**config.mk**
```make
export PLATFORM = sky130hd
export DESIGN_NAME = add_issue_flat
export DESIGN_NICKNAME = d
export VERILOG_FILES = /design/src/rtl/add_issue_if.sv /design/src/rtl/add_issue.sv /design/src/flat_wrapper.sv
export SDC_FILE = /design/constraint.sdc
export NUM_CORES = 1
export LEC_CHECK = 0
export BUFFER_PORTS_ARGS = -buffer_cell sky130_fd_sc_hd__buf_2
export CAP_MARGIN = 0
export CORE_ASPECT_RATIO = 1.25
export CORE_UTILIZATION = 55
export DETAILED_ROUTE_END_ITERATION = 10
export GPL_ROUTABILITY_DRIVEN = 0
export PLACE_DENSITY = 0.77
export SLEW_MARGIN = 20
export SYNTH_ARGS = -nofsm -noshare
export SYNTH_HDL_FRONTEND = slang
export SYNTH_SLANG_ARGS = --single-unit
```
**constraint.sdc**
```tcl
create_clock -name clk -period 6.82 [get_ports clk]
set_clock_uncertainty 0.2 [all_clocks]
set_input_delay 0 -clock clk [delete_from_list [all_inputs] [get_ports clk]]
set_output_delay 0 -clock clk [all_outputs]
set_load 0.02 [all_outputs]
```
**src/rtl/add_issue_if.sv**
```systemverilog
// add_issue_if: bundle of the command, adder and result signals around the
// add_issue stage.
//   slave  modport : the issue stage itself (takes commands, drives the adder,
//                    presents results).
//   master modport : the environment (command producer, adder, result consumer).
// Signals:
//   in_valid/in_ready/in_a/in_b/in_bitnum/in_acc : command handshake and payload
//   add_a/add_b/add_bitnum                        : operands towards the adder
//   add_sum                                       : adder result, same cycle
//   out_valid/out_ready/out_sum                   : held-result handshake
//   count                                         : command FIFO occupancy
interface add_issue_if #(
    parameter int DEPTH = 4
);
    localparam int CNT_W = $clog2(DEPTH) + 1;

    logic             in_valid;
    logic             in_ready;
    logic [15:0]      in_a;
    logic [15:0]      in_b;
    logic [1:0]       in_bitnum;
    logic             in_acc;
    logic [15:0]      add_a;
    logic [15:0]      add_b;
    logic [1:0]       add_bitnum;
    logic [15:0]      add_sum;
    logic             out_valid;
    logic             out_ready;
    logic [15:0]      out_sum;
    logic [CNT_W-1:0] count;

    modport slave (
        input  in_valid, in_a, in_b, in_bitnum, in_acc, add_sum, out_ready,
        output in_ready, add_a, add_b, add_bitnum, out_valid, out_sum, count
    );

    modport master (
        output in_valid, in_a, in_b, in_bitnum, in_acc, add_sum, out_ready,
        input  in_ready, add_a, add_b, add_bitnum, out_valid, out_sum, count
    );
endinterface

```
**src/rtl/add_issue.sv**
```systemverilog
// add_issue: operand issue and result-capture stage in front of the packed-lane
// adder. Commands are queued in a DEPTH-entry FIFO; the head drives the adder
// combinationally and the adder's sum is captured into a held output register
// whenever the head can be issued. An accumulate flag replaces operand A with
// the previously captured sum so multi-word lane sums chain in hardware.
// Ports:
//   clk  : clock, all state on the rising edge
//   rst  : synchronous active-high reset
//   bus  : add_issue_if.slave (command in, adder drive, result out, count)
module add_issue #(
    parameter int DEPTH = 4
) (
    input  logic        clk,
    input  logic        rst,
    add_issue_if.slave  bus
);
    localparam int AW    = $clog2(DEPTH);
    localparam int CNT_W = AW + 1;
    localparam logic [AW:0] PTR_ONE = {{AW{1'b0}}, 1'b1};

    typedef struct packed {
        logic        acc;
        logic [1:0]  bitnum;
        logic [15:0] a;
        logic [15:0] b;
    } cmd_t;

    cmd_t        mem_q [DEPTH];

    // Pointers carry one extra wrap bit so full and empty differ only in it.
    logic [AW:0] wr_ptr_q, wr_ptr_d;
    logic [AW:0] rd_ptr_q, rd_ptr_d;
    logic        out_valid_q, out_valid_d;
    logic [15:0] out_sum_q, out_sum_d;
    logic [15:0] last_sum_q, last_sum_d;

    logic             empty;
    logic             full;
    logic             push;
    logic             issue;
    logic [CNT_W-1:0] count;
    cmd_t             head;

    assign empty = (wr_ptr_q == rd_ptr_q);
    assign full  = (wr_ptr_q[AW] != rd_ptr_q[AW]) &&
                   (wr_ptr_q[AW-1:0] == rd_ptr_q[AW-1:0]);
    assign count = wr_ptr_q - rd_ptr_q;

    // Acceptance looks only at the current occupancy, never at a same-cycle
    // pop, which keeps out_ready off the in_ready path.
    assign push  = bus.in_valid && !full;
    assign issue = !empty && (!out_valid_q || bus.out_ready);

    assign head  = mem_q[rd_ptr_q[AW-1:0]];

    // Adder operands follow the head every cycle; zeros when nothing is queued.
    assign bus.add_a      = empty ? 16'h0000 : (head.acc ? last_sum_q : head.a);
    assign bus.add_b      = empty ? 16'h0000 : head.b;
    assign bus.add_bitnum = empty ? 2'b00    : head.bitnum;

    assign bus.in_ready  = !full;
    assign bus.out_valid = out_valid_q;
    assign bus.out_sum   = out_sum_q;
    assign bus.count     = count;

    // Command storage; the pointers guard validity so no reset is needed here.
    always_ff @(posedge clk) begin
        if (push && !rst) begin
            mem_q[wr_ptr_q[AW-1:0]] <= '{acc:    bus.in_acc,
                                         bitnum: bus.in_bitnum,
                                         a:      bus.in_a,
                                         b:      bus.in_b};
        end
    end

    always_comb begin
        wr_ptr_d    = wr_ptr_q;
        rd_ptr_d    = rd_ptr_q;
        out_valid_d = out_valid_q;
        out_sum_d   = out_sum_q;
        last_sum_d  = last_sum_q;

        if (push) begin
            wr_ptr_d = wr_ptr_q + PTR_ONE;
        end

        if (issue) begin
            rd_ptr_d    = rd_ptr_q + PTR_ONE;
            out_sum_d   = bus.add_sum;
            last_sum_d  = bus.add_sum;
            out_valid_d = 1'b1;
        end else if (out_valid_q && bus.out_ready) begin
            // Result consumed with nothing to replace it; out_sum keeps its value.
            out_valid_d = 1'b0;
        end
    end

    always_ff @(posedge clk) begin
        if (rst) begin
            wr_ptr_q    <= '0;
            rd_ptr_q    <= '0;
            out_valid_q <= 1'b0;
            out_sum_q   <= 16'h0000;
            last_sum_q  <= 16'h0000;
        end else begin
            wr_ptr_q    <= wr_ptr_d;
            rd_ptr_q    <= rd_ptr_d;
            out_valid_q <= out_valid_d;
            out_sum_q   <= out_sum_d;
            last_sum_q  <= last_sum_d;
        end
    end
endmodule
```
**src/flat_wrapper.sv**
```systemverilog
// flat-port wrapper written by rule: the top's interface ports become plain ports
module add_issue_flat 
#(
    parameter int DEPTH = 4
)
  (clk, rst, bus_in_valid, bus_in_a, bus_in_b, bus_in_bitnum, bus_in_acc, bus_add_sum, bus_out_ready, bus_in_ready, bus_add_a, bus_add_b, bus_add_bitnum, bus_out_valid, bus_out_sum, bus_count);
  add_issue_if #(.DEPTH(DEPTH)) bus_i ();
  input  logic clk;
  input  logic rst;
  input wire logic [$bits(bus_i.in_valid)-1:0] bus_in_valid;
  input wire logic [$bits(bus_i.in_a)-1:0] bus_in_a;
  input wire logic [$bits(bus_i.in_b)-1:0] bus_in_b;
  input wire logic [$bits(bus_i.in_bitnum)-1:0] bus_in_bitnum;
  input wire logic [$bits(bus_i.in_acc)-1:0] bus_in_acc;
  input wire logic [$bits(bus_i.add_sum)-1:0] bus_add_sum;
  input wire logic [$bits(bus_i.out_ready)-1:0] bus_out_ready;
  output wire logic [$bits(bus_i.in_ready)-1:0] bus_in_ready;
  output wire logic [$bits(bus_i.add_a)-1:0] bus_add_a;
  output wire logic [$bits(bus_i.add_b)-1:0] bus_add_b;
  output wire logic [$bits(bus_i.add_bitnum)-1:0] bus_add_bitnum;
  output wire logic [$bits(bus_i.out_valid)-1:0] bus_out_valid;
  output wire logic [$bits(bus_i.out_sum)-1:0] bus_out_sum;
  output wire logic [$bits(bus_i.count)-1:0] bus_count;
  assign bus_i.in_valid = bus_in_valid;
  assign bus_i.in_a = bus_in_a;
  assign bus_i.in_b = bus_in_b;
  assign bus_i.in_bitnum = bus_in_bitnum;
  assign bus_i.in_acc = bus_in_acc;
  assign bus_i.add_sum = bus_add_sum;
  assign bus_i.out_ready = bus_out_ready;
  assign bus_in_ready = bus_i.in_ready;
  assign bus_add_a = bus_i.add_a;
  assign bus_add_b = bus_i.add_b;
  assign bus_add_bitnum = bus_i.add_bitnum;
  assign bus_out_valid = bus_i.out_valid;
  assign bus_out_sum = bus_i.out_sum;
  assign bus_count = bus_i.count;
  add_issue #(.DEPTH(DEPTH)) u_core (.clk(clk), .rst(rst), .bus(bus_i));
endmodule
```
==> results of run 1 <==
through the flow:
stage	hold slack [ns]	utilization, %
after global routing	0.123	74.1
after floorplan	-0.101	-
after CTS	0.112	74.1
after global placement	0.0128	62.9
final	0.128	74.1
after detailed placement	0.0170	62.9
Yosys cell counts, drive strengths merged:
cell type,count
and2,4
ha,7
nand3,2
o21ai,2
nand2b,1
mux2i,33
nor2b,18
clkbuf,8
nand2,2
fa,1
a21oi,2
dfxtp,25
inv,5
mux4,35
edfxtp,140
nor2,40
buf,10
o211ai,2
xnor2,3
xor2,4
per-layer routing:
metal / share of wire, % / track usage (%)
met1: 39 / 26.0
met2: 53 / 38.5
met3: 5.9 / 6.56
met4: 1.3 / 8.58
met5: 0 / 0
area by class of cell:
cell class	count	share of cell area, %
Sequential cell	165	56.2
Clock buffer	20	5.21
Clock inverter	12	1.28
Multi-Input combinational cell	156	19.8
Inverter	5	0.224
Timing Repair Buffer	183	15.3
Tap cell	135	2.02
placed cells by master (no fill, tap or decap), types with 4 or more instances in the layout:
cell             n
and2_2           4
buf_2          109
clkbuf_16       17
clkinvlp_4       5
dfxtp_1         23
dlygate4sd3_1   72
edfxtp_1       140
ha_1             7
inv_1            5
mux2i_1         33
mux4_2          34
nor2_1          39
nor2b_1         18
xor2_1           4
worst max-delay path: stages, from the launching register on:
cell and delay [ns]:
dfxtp_2 0.31, buf_4 0.55, mux4_2 0.86, mux2i_1 0.28, nor2_1 0.06, buf_2 0.20
sequential cells by signal, indices dropped and copies added, names as in the netlist, named ones only:
| name | flops |
|---|---|
| u_core.rd_ptr_q | 3 |
| u_core.bus.out_sum | 16 |
| u_core.wr_ptr_q | 3 |
| u_core.bus.out_valid | 1 |
| u_core.mem_q | 140 |
logic make-up (layout without fill, tap and decap cells):
kind of cell / after synthesis / count (layout) / synth area share (%)
flops: 165 / 165 / 72.7
mux: 68 / 68 / 17.3
xor+xnor: 7 / 7 / 0.947
simple gates: 67 / 67 / 4.81
buf+inv: 23 / 220 / 2.01
compound gates: 6 / 6 / 0.541
fa+ha+maj: 8 / 8 / 1.66
where the power goes:
| group | internal [mW] | total (mW) | switching (mW) |
|---|---|---|---|
| combinational | 0.449 | 1.01 | 0.565 |
| sequential | 1.17 | 1.24 | 0.0701 |
| clock | 0.501 | 0.868 | 0.368 |
path summary, 6_finish.rpt:
| check | startpoint | to | cells after the start |
|---|---|---|---|
| max | flop | bus_add_a[10] | 5 |
| min | bus_in_b[12] | u_core.mem_q[0][12] | 2 |
| max reg2reg | u_core.wr_ptr_q[0] | u_core.mem_q[2][31] | 6 |
| min reg2reg | u_core.rd_ptr_q[2] | u_core.rd_ptr_q[2] | 2 |
==> results.sh, run 1 <==
export IMPL_pre_cts_slack_ns=4.02
export IMPL_grt_max_degree=36
export IMPL_syn_to_final_growth_pct=29.4
export IMPL_final_setup_viol_count=0
export IMPL_die_h_microns=123
export IMPL_placed_area_sq_um=7110
export IMPL_hold_buffers=72
export IMPL_synth_top_cell_by_area="edfxtp_1"
export IMPL_postLayoutCellArea_sq_um=8370
export IMPL_status="completed"
export IMPL_crit_path_end_kind="output pin"
export IMPL_hold_path_class="input port to flop"
export IMPL_viasPerCell=5.45
export IMPL_synth_cell_types=26
export IMPL_p_leak_nw=3.21
export IMPL_top_level_ports=110
export IMPL_core_region_area_sq_um=11300
export IMPL_nFillCells=663
export IMPL_cts_sinks=165
export IMPL_netlist_area_leader_share_pct=65.0
export IMPL_clk_latency_ns=0.42
export IMPL_clk_transition_reported_paths_ns=0.06
export IMPL_drive_gt1_share_pct=33.5
export IMPL_ctsRootBufferMaster="clkbuf_16"
export IMPL_ir_drop_mv=0.216
export IMPL_fin_tns_setup_ns=0
export IMPL_finalCritPeriodShare_pct=42.5
export IMPL_hpwlAfterDp_microns=6940
export IMPL_vias=3687
export IMPL_multi_input_area_sq_um=1650
export IMPL_antenna_found_initial=0
export IMPL_dieWidth_microns=99.0
export IMPL_drc=0
export IMPL_antenna_left=0
export IMPL_ctsHtreeMaxLevel=4
export IMPL_start_kind="flop"
export IMPL_fin_cells=676
export IMPL_clock_fmax_ghz=0.345
export IMPL_ys_ff_latch=165
export IMPL_layout_setup_ws_ns=3.92
export IMPL_initial_utilization_pct=57.3
export IMPL_nets=591
export IMPL_rows=43
export IMPL_portBuffers=109
export IMPL_powerDensity_nw_per_um2=372
export IMPL_first_global_vias=3815
export IMPL_cts_inserted_buffers=17
export IMPL_wl_microns=12400
export IMPL_syn_avg_cell_area_sq_um=18.8
export IMPL_routedWlPerCell_microns=18.4
export IMPL_drt_pass1_iterations=4
export IMPL_fin_crit_ns=2.90
export IMPL_drv_slew=0
export IMPL_cts_resized=0
export IMPL_yosys_warnings=0
export IMPL_syn_num_nets=407
export IMPL_hold_violations=0
export IMPL_worst_slew_pin_slew_ns=0.967
export IMPL_grt_ovfl_total=0
export IMPL_drt_initial_drc_count=184
export IMPL_arrival_ns=2.70
export IMPL_post_cts_buffers=0
export IMPL_critPathMaxFanout=35
export IMPL_relSlewSlack_pct=35.5
export IMPL_required_ns=6.62
export IMPL_synthTopCellsByArea="edfxtp_1, mux4_2, dfxtp_1, mux2i_1, nor2_1"
export IMPL_cap_violations=0
export IMPL_diodes=0
export IMPL_dieArea_sq_um=12200
export IMPL_rsz0062_at_grt="false"
export IMPL_worstSetupPathType="flop to output pin"
export IMPL_dp_cells=572
export IMPL_netlist_area_sq_um=6470
export IMPL_synthCells=344
export IMPL_cts_buffer_depth=2
export IMPL_r2r_slack_ns=4.02
export IMPL_grt_first_pass_wirelength_microns=19400
export IMPL_cts_tree="yes"
export IMPL_track_usage_pct=22.1
export IMPL_power_mw=3.12
export IMPL_seq_area_frac_synth_pct=72.7
export IMPL_final_seq_area_sq_um=4710
Power figures use the tool's default switching activity.
==> run 2: changes to the inputs <==
==> constraint.sdc (replaced) <==
create_clock -name clk -period 2.9 [get_ports clk]
set_clock_uncertainty 0.2 [all_clocks]
set_input_delay 0 -clock clk [delete_from_list [all_inputs] [get_ports clk]]
set_output_delay 0 -clock clk [all_outputs]
set_load 0.02 [all_outputs]
==> run 2 against run 1 <==
  * Utilization up 0.48 points
  * Cell count unchanged
  * Critical path type is now flop to flop
  * Sequential power up 130%
  * Largest cell class unchanged
  * Setup slack worse by 3.7 ns
  * Worst hold slack better by 0.015 ns
==> results.sh, run 2 (synthesized netlist as in run 1, its figures left out) <==
export IMPL_status="completed"
export IMPL_start_kind="flop"
export IMPL_critPathMaxStageDelay_ns=0.60
export IMPL_hpwlAfterDp_microns=7450
export IMPL_critPathTopFamily="buffers and inverters"
export IMPL_top_level_ports=110
export IMPL_dieWidth_microns=99.0
export IMPL_critPathMaxFanout=13
export IMPL_final_setup_viol_count=0
export IMPL_grt_max_degree=36
export IMPL_antenna_found_initial=0
export IMPL_rsz0062_at_grt="false"
export IMPL_regToRegEndpoint="u_core.bus.out_sum[7]"
export IMPL_relSlewSlack_pct=62.4
export IMPL_r2r_slack_ns=0.24
export IMPL_path_cells="inv_1 > ha_1 > nand2_1 > o21ai_4 > buf_6 > mux2i_1 > nor2_1 > dlygate4sd3_1"
export IMPL_hold_violations=0
export IMPL_powerDensity_nw_per_um2=877
export IMPL_ctsHtreeMaxLevel=4
export IMPL_ctsRootBufferMaster="clkbuf_16"
export IMPL_arrival_ns=2.75
export IMPL_slowest_stage="dlygate4sd3_1"
export IMPL_cap_violations=0
export IMPL_drt_pass1_iterations=4
export IMPL_worst_slew_pin_slew_ns=0.564
export IMPL_fin_cells=676
export IMPL_layout_commonest_cell="edfxtp_1"
export IMPL_dp_cells=582
export IMPL_required_ns=2.99
export IMPL_nFillCells=663
export IMPL_clk_transition_reported_paths_ns=0.06
export IMPL_wl_microns=12900
export IMPL_crit_path_end_kind="flop"
export IMPL_dieArea_sq_um=12200
export IMPL_cts_inserted_buffers=17
export IMPL_initial_utilization_pct=57.3
export IMPL_nets=591
export IMPL_first_global_vias=3875
export IMPL_routedWlPerCell_microns=19.1
export IMPL_grt_ovfl_total=0
export IMPL_reg2regPathDepth=8
export IMPL_rows=43
export IMPL_largest_reg_flops=140
export IMPL_drv_slew=0
export IMPL_vias=3683
export IMPL_syn_to_final_growth_pct=30.2
export IMPL_viasPerCell=5.45
export IMPL_core_region_area_sq_um=11300
export IMPL_hold_depth=2
export IMPL_pre_cts_slack_ns=0.461
export IMPL_drive_gt1_share_pct=35.3
export IMPL_track_usage_pct=23.0
export IMPL_r2r_start="u_core.wr_ptr_q[0]"
export IMPL_cts_buffer_depth=2
export IMPL_drc=0
export IMPL_grt_first_pass_wirelength_microns=20000
export IMPL_drt_initial_drc_count=221
export IMPL_fin_tns_setup_ns=0
export IMPL_path_buf_inv=3
export IMPL_die_h_microns=123
export IMPL_p_leak_nw=3.24
export IMPL_antenna_left=0
export IMPL_diodes=0
export IMPL_worstSetupPathType="flop to flop"
export IMPL_cts_sinks=165
export IMPL_hold_start="bus_in_b[11]"
export IMPL_ir_drop_mv=0.572
export IMPL_clock_fmax_ghz=0.376
export IMPL_layout_setup_ws_ns=0.239
export IMPL_hold_path_class="input port to flop"
export IMPL_layout_common_cells="edfxtp_1, buf_2, dlygate4sd3_1"
export IMPL_finalCritPeriodShare_pct=91.8
export IMPL_min_to="u_core.mem_q[2][11]"
export IMPL_portBuffers=109
export IMPL_cts_tree="yes"
export IMPL_clk_latency_ns=0.41
export IMPL_fin_crit_ns=2.66
## run 2: layout make-up
cell class / count / area, sq um / share of cell area [%]
clock buffers: 24 / 504 / 5.98
clock inverters: 8 / 47.5 / 0.564
inverters: 5 / 18.8 / 0.223
multi-input cells: 156 / 1660 / 19.7
flip-flops and latches: 165 / 4710 / 55.8
well taps: 135 / 169 / 2.00
repair buffers: 183 / 1320 / 15.7
## run 2: power by group
| group | switching (mW) | internal [mW] |
|---|---|---|
| sequential | 0.0979 | 2.74 |
| combinational | 1.42 | 1.08 |
| clock | 0.834 | 1.21 |
| total | 2.36 | 5.04 |
## run 2: layer usage
metal,part of all wire (%),vias to the layer above,track usage [%]
met5,0,-,0
met4,1.1,0,9.05
met3,5.8,12,5.48
met2,53,140,40.9
met1,40,1832,27.2
li1,-,1699,-
## run 2: worst max-delay path by stage
stage	start	cells past startpoint	endpoint
after floorplan	u_core.wr_ptr_q[0]	6	u_core.mem_q[0][0]
after global placement	u_core.wr_ptr_q[0]	7	u_core.mem_q[0][8]
after detailed placement	u_core.wr_ptr_q[0]	7	u_core.mem_q[0][8]
after CTS	u_core.wr_ptr_q[0]	8	u_core.bus.out_sum[7]
after global routing	u_core.wr_ptr_q[0]	8	u_core.bus.out_sum[7]
final	u_core.wr_ptr_q[0]	8	u_core.bus.out_sum[7]
## run 2: per-stage QoR
step           area (sq um)  hold WS, ns  utilization [%]  power [mW]
2_1_floorplan          6470       -0.101                -        4.57
3_3_place_gp           7250       0.0131             64.1        5.21
3_5_place_dp           7250       0.0163             64.1        5.25
4_1_cts                8410        0.116             74.4        7.39
5_1_grt                8430        0.131             74.6        7.72
6_report               8430        0.143             74.6        7.39
## run 2: what timing repair did
item,4_1_cts,5_1_grt
endpoints found under the setup margin,0,2
resized for setup,0,2
endpoints found under the hold margin,165,0
hold buffers,61,0
buffers inserted,0,1
## run 2: worst reg2reg max path, stage by stage (launching register included)
cell and delay (ns):
dfxtp_1 0.38, inv_1 0.13, ha_1 0.35, nand2_1 0.19, o21ai_4 0.21, buf_6 0.22, mux2i_1 0.22, nor2_1 0.05
dlygate4sd3_1 0.60
